<file path="src/rtl/mem_access_stage.sv">
// mem_access_stage: MEM stage of the RV32 pipeline.
// Drives the data-memory bus through a req/ack handshake, places store data
// on the correct byte lanes, formats load data, and stalls the upstream
// stages until the access completes, faults or times out.
module mem_access_stage #(
   parameter int TIMEOUT_CYCLES = 255
) (
   input  logic        clk,
   input  logic        rstn,
   input  logic [31:0] ex_mem_alu_result,
   input  logic        ex_mem_mem_read,
   input  logic        ex_mem_mem_write,
   input  logic [31:0] ex_mem_mem_write_data,
   input  logic [2:0]  ex_mem_funct3,
   output logic        mem_stall,
   output logic [31:0] mem_rdata,
   output logic        mem_done,
   output logic        mem_misaligned,
   output logic        mem_fault,
   output logic        dmem_req,
   output logic        dmem_we,
   output logic [31:0] dmem_addr,
   output logic [3:0]  dmem_be,
   output logic [31:0] dmem_wdata,
   input  logic [31:0] dmem_rdata,
   input  logic        dmem_ack
);

   typedef enum logic [1:0] {IDLE = 2'd0, BUS = 2'd1, DONE = 2'd2} state_t;

   // Counter value on the last BUS cycle before the access is abandoned.
   localparam logic [15:0] CNT_LAST = 16'(TIMEOUT_CYCLES - 1);

   state_t      state, state_next;
   logic [15:0] cnt;
   logic [2:0]  f3_q;    // size/sign of the access in flight
   logic [1:0]  lsb_q;   // byte offset of the access in flight

   logic        access;
   logic        illegal;
   logic        misaligned;
   logic        timeout;
   logic [3:0]  be_w;
   logic [31:0] wdata_w;

   assign access  = ex_mem_mem_read | ex_mem_mem_write;
   assign timeout = (cnt == CNT_LAST);

   // Picks the addressed byte/half out of the bus word and extends it.
   function automatic logic [31:0] fmt_load(input logic [2:0]  f3,
                                            input logic [1:0]  lsb,
                                            input logic [31:0] w);
      logic [7:0]  b;
      logic [15:0] h;
      b = w[{lsb, 3'b000} +: 8];
      h = w[{lsb[1], 4'b0000} +: 16];
      case (f3)
         3'b000:  return {{24{b[7]}}, b};
         3'b100:  return {24'h0, b};
         3'b001:  return {{16{h[15]}}, h};
         3'b101:  return {16'h0, h};
         default: return w;
      endcase
   endfunction

   // Classify the request and build lane-replicated store data and enables.
   always_comb begin
      // NOTE: every output of a combinational block gets a default first, so no path leaves it unassigned and infers a latch.
      illegal    = 1'b0;
      misaligned = 1'b0;
      be_w       = 4'b1111;
      wdata_w    = ex_mem_mem_write_data;
      if ((ex_mem_funct3 == 3'b011) || (ex_mem_funct3 == 3'b110) ||
          (ex_mem_funct3 == 3'b111) || (ex_mem_mem_write && ex_mem_funct3[2]))
         illegal = 1'b1;
      if ((ex_mem_funct3[1:0] == 2'b01 && ex_mem_alu_result[0]) ||
          (ex_mem_funct3[1:0] == 2'b10 && ex_mem_alu_result[1:0] != 2'b00))
         misaligned = 1'b1;
      case (ex_mem_funct3[1:0])
         2'b00: begin
            be_w    = 4'b0001 << ex_mem_alu_result[1:0];
            wdata_w = {4{ex_mem_mem_write_data[7:0]}};
         end
         2'b01: begin
            be_w    = 4'b0011 << ex_mem_alu_result[1:0];
            wdata_w = {2{ex_mem_mem_write_data[15:0]}};
         end
         default: ;
      endcase
   end

   // State register.
   always_ff @(posedge clk or negedge rstn) begin
      if (!rstn) state <= IDLE;
      // NOTE: sequential state uses non-blocking assignments so every register samples pre-edge values.
      else       state <= state_next;
   end

   // Next state and the combinational stall.
   always_comb begin
      state_next = state;
      mem_stall  = 1'b0;
      case (state)
         IDLE: if (access) begin
            mem_stall  = 1'b1;
            state_next = (illegal || misaligned) ? DONE : BUS;
         end
         BUS: begin
            mem_stall = 1'b1;
            if (dmem_ack || timeout) state_next = DONE;
         end
         DONE:    state_next = IDLE;
         default: state_next = IDLE;
      endcase
   end

   // Bus outputs, timeout counter and registered results.
   always_ff @(posedge clk or negedge rstn) begin
      // NOTE: every register here is reset, including the bus outputs, so a reset mid-access drops dmem_req at once.
      if (!rstn) begin
         mem_rdata      <= 32'h0;
         mem_done       <= 1'b0;
         mem_misaligned <= 1'b0;
         mem_fault      <= 1'b0;
         dmem_req       <= 1'b0;
         dmem_we        <= 1'b0;
         dmem_addr      <= 32'h0;
         dmem_be        <= 4'b0000;
         dmem_wdata     <= 32'h0;
         cnt            <= 16'h0;
         f3_q           <= 3'b000;
         lsb_q          <= 2'b00;
      end else begin
         // Result flags live only in the DONE cycle.
         mem_done       <= 1'b0;
         mem_misaligned <= 1'b0;
         mem_fault      <= 1'b0;
         case (state)
            IDLE: if (access) begin
               if (illegal) begin
                  mem_done  <= 1'b1;
                  mem_fault <= 1'b1;
               end else if (misaligned) begin
                  mem_done       <= 1'b1;
                  mem_misaligned <= 1'b1;
               end else begin
                  dmem_req   <= 1'b1;
                  dmem_we    <= ex_mem_mem_write;
                  dmem_addr  <= {ex_mem_alu_result[31:2], 2'b00};
                  dmem_be    <= ex_mem_mem_write ? be_w : 4'b0000;
                  dmem_wdata <= wdata_w;
                  cnt        <= 16'h0;
                  f3_q       <= ex_mem_funct3;
                  lsb_q      <= ex_mem_alu_result[1:0];
               end
            end
            BUS: begin
               if (dmem_ack) begin
                  dmem_req <= 1'b0;
                  mem_done <= 1'b1;
                  if (!dmem_we) mem_rdata <= fmt_load(f3_q, lsb_q, dmem_rdata);
               end else if (timeout) begin
                  dmem_req  <= 1'b0;
                  mem_done  <= 1'b1;
                  mem_fault <= 1'b1;
                  mem_rdata <= 32'h0;
               end else begin
                  cnt <= cnt + 16'd1;
               end
            end
            default: ;
         endcase
      end
   end

endmodule

</file>
<file path="config.mk">
export PLATFORM = sky130hd
export DESIGN_NAME = mem_access_stage
export DESIGN_NICKNAME = d
export VERILOG_FILES = /design/src/rtl/mem_access_stage.sv
export SDC_FILE = /design/constraint.sdc
export NUM_CORES = 1
export LEC_CHECK = 0
export BUFFER_PORTS_ARGS = -buffer_cell sky130_fd_sc_hd__buf_2
export CAP_MARGIN = 10
export CORE_ASPECT_RATIO = 1.4
export CORE_MARGIN = 2
export CORE_UTILIZATION = 50
export CTS_CLUSTER_DIAMETER = 120
export CTS_CLUSTER_SIZE = 14
export DETAILED_ROUTE_END_ITERATION = 7
export GPL_TIMING_DRIVEN = 1
export PLACE_DENSITY_LB_ADDON = 0.05
export SETUP_SLACK_MARGIN = 0.15
export SYNTH_ARGS = -nofsm -noshare
export SYNTH_HDL_FRONTEND = slang
export SYNTH_SLANG_ARGS = --single-unit
</file>
<file path="constraint.sdc">
create_clock -name clk -period 2.5 [get_ports clk]
set_input_delay 0.25 -clock clk [delete_from_list [all_inputs] [get_ports clk]]
set_output_delay 0.25 -clock clk [all_outputs]
set_load 0.05 [all_outputs]
</file>
# --- Word level (Yosys, flattened, before mapping) ---
# Index checks and enable logic that the tools add are counted.
op_classes:
  add_sub_neg: 1
  n_eq_ne: 18
  n_shift: 4
  mux: 40
  bitwise_logic: 3
  reduce_logical: 20
ops:
  columns: ["operator", "n"]
  rows:
  - ["one-hot mux 32 bit (4 select lines)", 1]
  - ["two-way mux 32 bit", 3]
  - ["two-way mux 16 bit", 5]
  - ["one-hot mux 32 bit (2 select lines)", 1]
  - ["one-hot mux 16 bit (2 select lines)", 1]
  - ["variable part select 32 x 6 -> 16 bit", 1]
  - ["variable part select 32 x 6 -> 8 bit", 1]
  - ["two-way mux 1 bit", 19]
  - ["adder 16 x 1 -> 16 bit, second input constant", 1]
  - ["equality test 16 x 8 -> 1 bit, second input constant", 1]
  - ["!= test 2 bit, second input constant", 7]
  - ["equality test 3 bit, second input constant", 4]
  - ["one-hot mux 1 bit (2 select lines)", 4]
  - ["one-hot mux 4 bit (2 select lines)", 1]
  - ["logical OR 1 bit", 6]
  - ["two-way mux 2 bit", 3]
  - ["AND reduction 6 bit", 1]
  - ["nonzero test 2 bit", 3]
  - ["AND reduction 5 bit", 1]
  - ["equality test 2 x 1 -> 1 bit, second input constant", 2]
  - ["zero test 2 bit", 2]
  - ["two-way mux 4 bit", 1]
  - ["one-hot mux 2 bit (2 select lines)", 1]
  - ["AND reduction 4 bit", 1]
  - ["12 further kinds", 15]
totals:
  ff_bits: 126
  wordCells: 99

# --- Logic depth before layout (Yosys ltp) ---
logic_depth:
  depth_word: 9
  ltp_mapped: 9

# --- Least setup slack after synthesis ---
# No wires, ideal clock.
synth_path:
  path_type: "reg2reg"
  start: "register dmem_we"
  end: "register mem_rdata[22]"
  setup_time_ps: 67
  arrival_ps: 1992
  required_time_ps: 2433
  path_slack_ps: 441
  path_stages_with_launch: 7
  period_less_slack_ps: 2059
  path_cell_list: "dfrtp_1 and4bb_2 buf_2 nand2_1 nor4_2 buf_2 a221o_1"
synth_between:
  elab_chain_cells: 2
synth_lines:
  columns: ["item", "line_no", "source"]
  rows:
  - ["from (decl)", "21", "output logic dmem_we,"]
  - ["from (signal assigned)", "148", "dmem_we <= ex_mem_mem_write;"]
  - ["!= test 2 bit (no line)", null, null]
  - ["AND reduction 3 bit (no line)", null, null]
  - ["to (signal assigned)", "161", "if (!dmem_we) mem_rdata <= fmt_load(f3_q, lsb_q, dmem_rdata);"]
  - ["to (decl)", "16", "output logic [31:0] mem_rdata,"]
# No other way between the ends.
# A chain may end at the register's enable or synchronous reset.

# --- Final worst setup path ---
layout_path:
  start: "register cnt[11]"
  end: "register mem_rdata[4]"
layout_between:
  elab_chain_cells: 3
layout_lines:
  columns: ["item", "line_no", "source"]
  rows:
  - ["from (decl)", "35", "logic [15:0] cnt;"]
  - ["from (signal assigned)", "168", "cnt <= cnt + 16'd1;"]
  - ["equality test 16 x 8 -> 1 bit", "47", "assign timeout = (cnt == CNT_LAST);"]
  - ["nonzero test 2 bit (no line)", null, null]
  - ["AND reduction 3 bit (no line)", null, null]
# No other way between the ends.

==> metrics.md <==
| Metric | Value |
|---|---|
| Outcome | finished, final reports clean |
| Flop2flop setup slack | 0.39 ns |
| TritonCTS Buffers | 17 |
| Clock slew at reported path FFs | 0.06 ns |
| FILL cells | 970 |
| Sequential share of the synthesized area | 52.36% |
| Final setup fails | 0 |
| Critical path class | flop to flop |
| DR vias | 5056 |
| DR pass1 iterations | 6 |
| Seq pwr share | 29.1% |
| Yosys reg bits | 126 |
| Top cells by count, synth | 126 x dfrtp_1, 47 x mux2_2, 47 x o21ai_0 |
| Initial antenna violation count | 1 |
| Crit-path max FO | 10 |
| Comb power frac | 48.8% |
| Worst Setup SP | cnt[11] |
| Crit start category | flop |
| Clock Sinks | 126 |
| GRT met1 Usage | 29.62% |
| R2R depth | 5 |
| DIE WIDTH | 96.75 um |
| GR peak layer | met2 |
| M2 GR Usage | 43.06% |
| Critical Path RT | 2.82 ns |
| DR iter-0 viols | 225 |
| CTS tree | built |
| Gr ovfl total | 0 |
| Arrival @ worst endpoint | 2.43 ns |
| Count leader, synth | dfrtp_1 |
| Largest net degree at the start of global routing | 58 |
| Crit Reg-Reg Startpoint | cnt[11] |
| Post-synthesis area per instance | 10.93 sq um |
| Clock Skew | 0.007530 ns |
| Hold Path Class | primary input to flop |
| Mapped Area | 0.006022 sq mm |
| DP Wirelength | 11.37 mm |
| Net switching power | 5.702 mW |
| Layout cells sized above 1 | 40.49% |
| P_int | 6.112 mW |
| Largest family of logic cells by synthesized area | multiplexers |
| Synth Flop Type | dfrtp_1 |
| Synth area leaders | dfrtp_1 52%, mux2_2 8.8%, mux2i_1 7.3% |
| Adder-cell share of the synthesized area | 0.4155% |
| Routability cong. | 0.7992 |
| Fin nets | 862 |
| First-pass GRT wire length | 26.19 mm |
| Max Cap Viol | 0 |
| Synth Area in XOR/XNOR | 0.4363% |
| Die height | 133.9 um |
| Post-synth EDFFs | 0 |
| Final-report hold violation count | 0 |
| Distinct cells, synth | 51 |
| PortBufs | 207 |
| Crit. End Element | flop |
| Post-DR wirelength/cell | 17.22 um |
| Vias/cell | 5.520 |
| WHS Path Cells | 2 |
| Post-synth top area share | 52.36% |
| Final Critical Period | 2.111 ns |
| Final Instance Area | 0.007868 sq mm |
| Ys Warns | 0 |
| Pleak | 3.842 nW |
| Simple-gate portion of the synthesized area | 12.07% |
| Initial Util | 51.20% |
| Global Route Usage Sum | 24.96% |
| Maximum vdd drop | 1049 uV |
| Cells after Synth | 551 |
| Row cnt | 47 |
| P&R area growth vs syn | 30.65% |
| DP Area | 0.007236 sq mm |
| M3 GR Usage | 7.400% |
| Post-synthesis mux area share | 16.48% |
| Unrepaired setup endpoints after global routing | false |
| # DRC | 0 |
| Post-CTS Resized | 0 |
| Clk pwr share | 22.0% |
| Hold Path Origin | ex_mem_alu_result[28] |
| # IOs | 210 |
| H-tree depth | 4 |
| Post-CTS setup buffer count | 0 |
| Asr flop ratio synth | 100.0% |
| Hold Slack | 0.07238 ns |
| Total negative slack | 0 ns |
| Insertion delay to the later sink of the worst-skew pair | 0.41 ns |
| Final WL | 15.78 mm |
| Pins Over Slew Limit | 0 |
| Worst Tran Pin Value | 0.7680 ns |
| Vias in the first global route | 5341 |
| Final Cycle Share | 84.43% |
| DRT antenna net count | 0 |
| Root Driver | clkbuf_16 |
| Synth area leader | dfrtp_1 |
| Post-synthesis compound-gate area fraction | 14.23% |
| Slew HR | 48.80% |
| PD cells | 1502 mW/mm^2 |
| Clk buf depth | 2 |
| Fmax | 473.8 MHz |
| Die Area | 0.01295 sq mm |
| Switching share of power | 48.26% |
| Core Footprint | 0.01176 sq mm |
## logic make-up after synthesis
family	after synthesis
compound gates	132
other cells	1
buf+inv	58
xor+xnor	3
mux	92
fa+ha+maj	2
flops	126
simple gates	137
## layout make-up
class / instances / area, sq um / share of cell area [%]
antenna: 1 / 2.502 / 0.03181
multi-input combinational: 368 / 2653 / 33.71
timing repair buffer: 225 / 1189 / 15.11
clock inverter: 14 / 193.9 / 2.465
tap: 147 / 183.9 / 2.338
clock buffer: 17 / 425.4 / 5.407
inverter: 18 / 67.56 / 0.8588
sequential: 126 / 3153 / 40.08
## metrics by stage
step                cells  power [mW]  utilization [%]  worst slack (ns)
finish                916       11.81            66.89            0.3892
floorplan             552       7.793                -            0.4411
global placement      883       9.150            61.52            0.4809
detailed placement    883       9.261            61.52            0.4090
CTS                   915       11.89            66.87            0.4016
global route          916       12.38            66.89            0.2724
## worst paths after layout
kind / end
setup / recovery: mem_rdata[4]
hold / removal: dmem_addr[28]
setup reg to reg: mem_rdata[4]
hold reg to reg: dmem_wdata[16]
max in group asynchronous: dmem_wdata[24]
min in group asynchronous: cnt[10]
## layout by cell type (no fill, tap or decap), drive strengths merged, types with 5 or more instances in the layout
master	synthesis	routed
nand3	5	5
a31oi	5	5
dfrtp	126	126
nor4	5	5
a21boi	5	5
clkbuf	27	17
a211oi	6	6
nand4	7	7
or3	6	6
nand2b	8	8
o21ai	47	47
a21oi	27	27
nand2	43	43
and2	8	8
mux2	47	47
inv	17	18
nor3	6	6
buf	13	224
mux2i	44	44
clkinvlp	0	5
o221ai	8	8
clkinv	1	5
a221o	17	17
nor2	22	22
nor2b	8	8
## sequential cells by signal (all words and copies together) (netlist names), 2 cells and up
signal,count
lsb_q,2
f3_q,3
dmem_be,4
mem_rdata,32
dmem_wdata,32
cnt,16
dmem_addr,30
state,2
## metal layers
| layer | up-vias | wire, um |
|---|---|---|
| li1 | 2409 | - |
| met1 | 2450 | 6196 |
| met2 | 170 | 8223 |
| met3 | 27 | 1003 |
| met4 | 0 | 351 |
| met5 | - | 0 |
## worst max-delay path, cell delays in order, from the launching register on
cell     delay [ns]
dfrtp_1        0.42
nor4_1         0.49
and4_1         0.37
a21o_1         0.28
buf_4          0.25
mux2i_1        0.21
## power groups by stage
| stage | clock [mW] | sequential, mW | combinational (mW) |
|---|---|---|---|
| 3_5_place_dp | 0 | 3.47 | 5.79 |
| 2_1_floorplan | 0 | 6.28 | 1.51 |
| 4_1_cts | 2.64 | 3.45 | 5.81 |
| 5_1_grt | 2.73 | 3.56 | 6.08 |
| 6_report | 2.60 | 3.44 | 5.77 |
| 3_3_place_gp | 0 | 3.43 | 5.72 |
## what timing repair did
item / CTS / global route
hold endpoints to repair: 54 / 0
hold buffers: 1 / 0
endpoints found under the setup margin: 0 / 0
No activity file was read; power rests on OpenSTA's default activity.
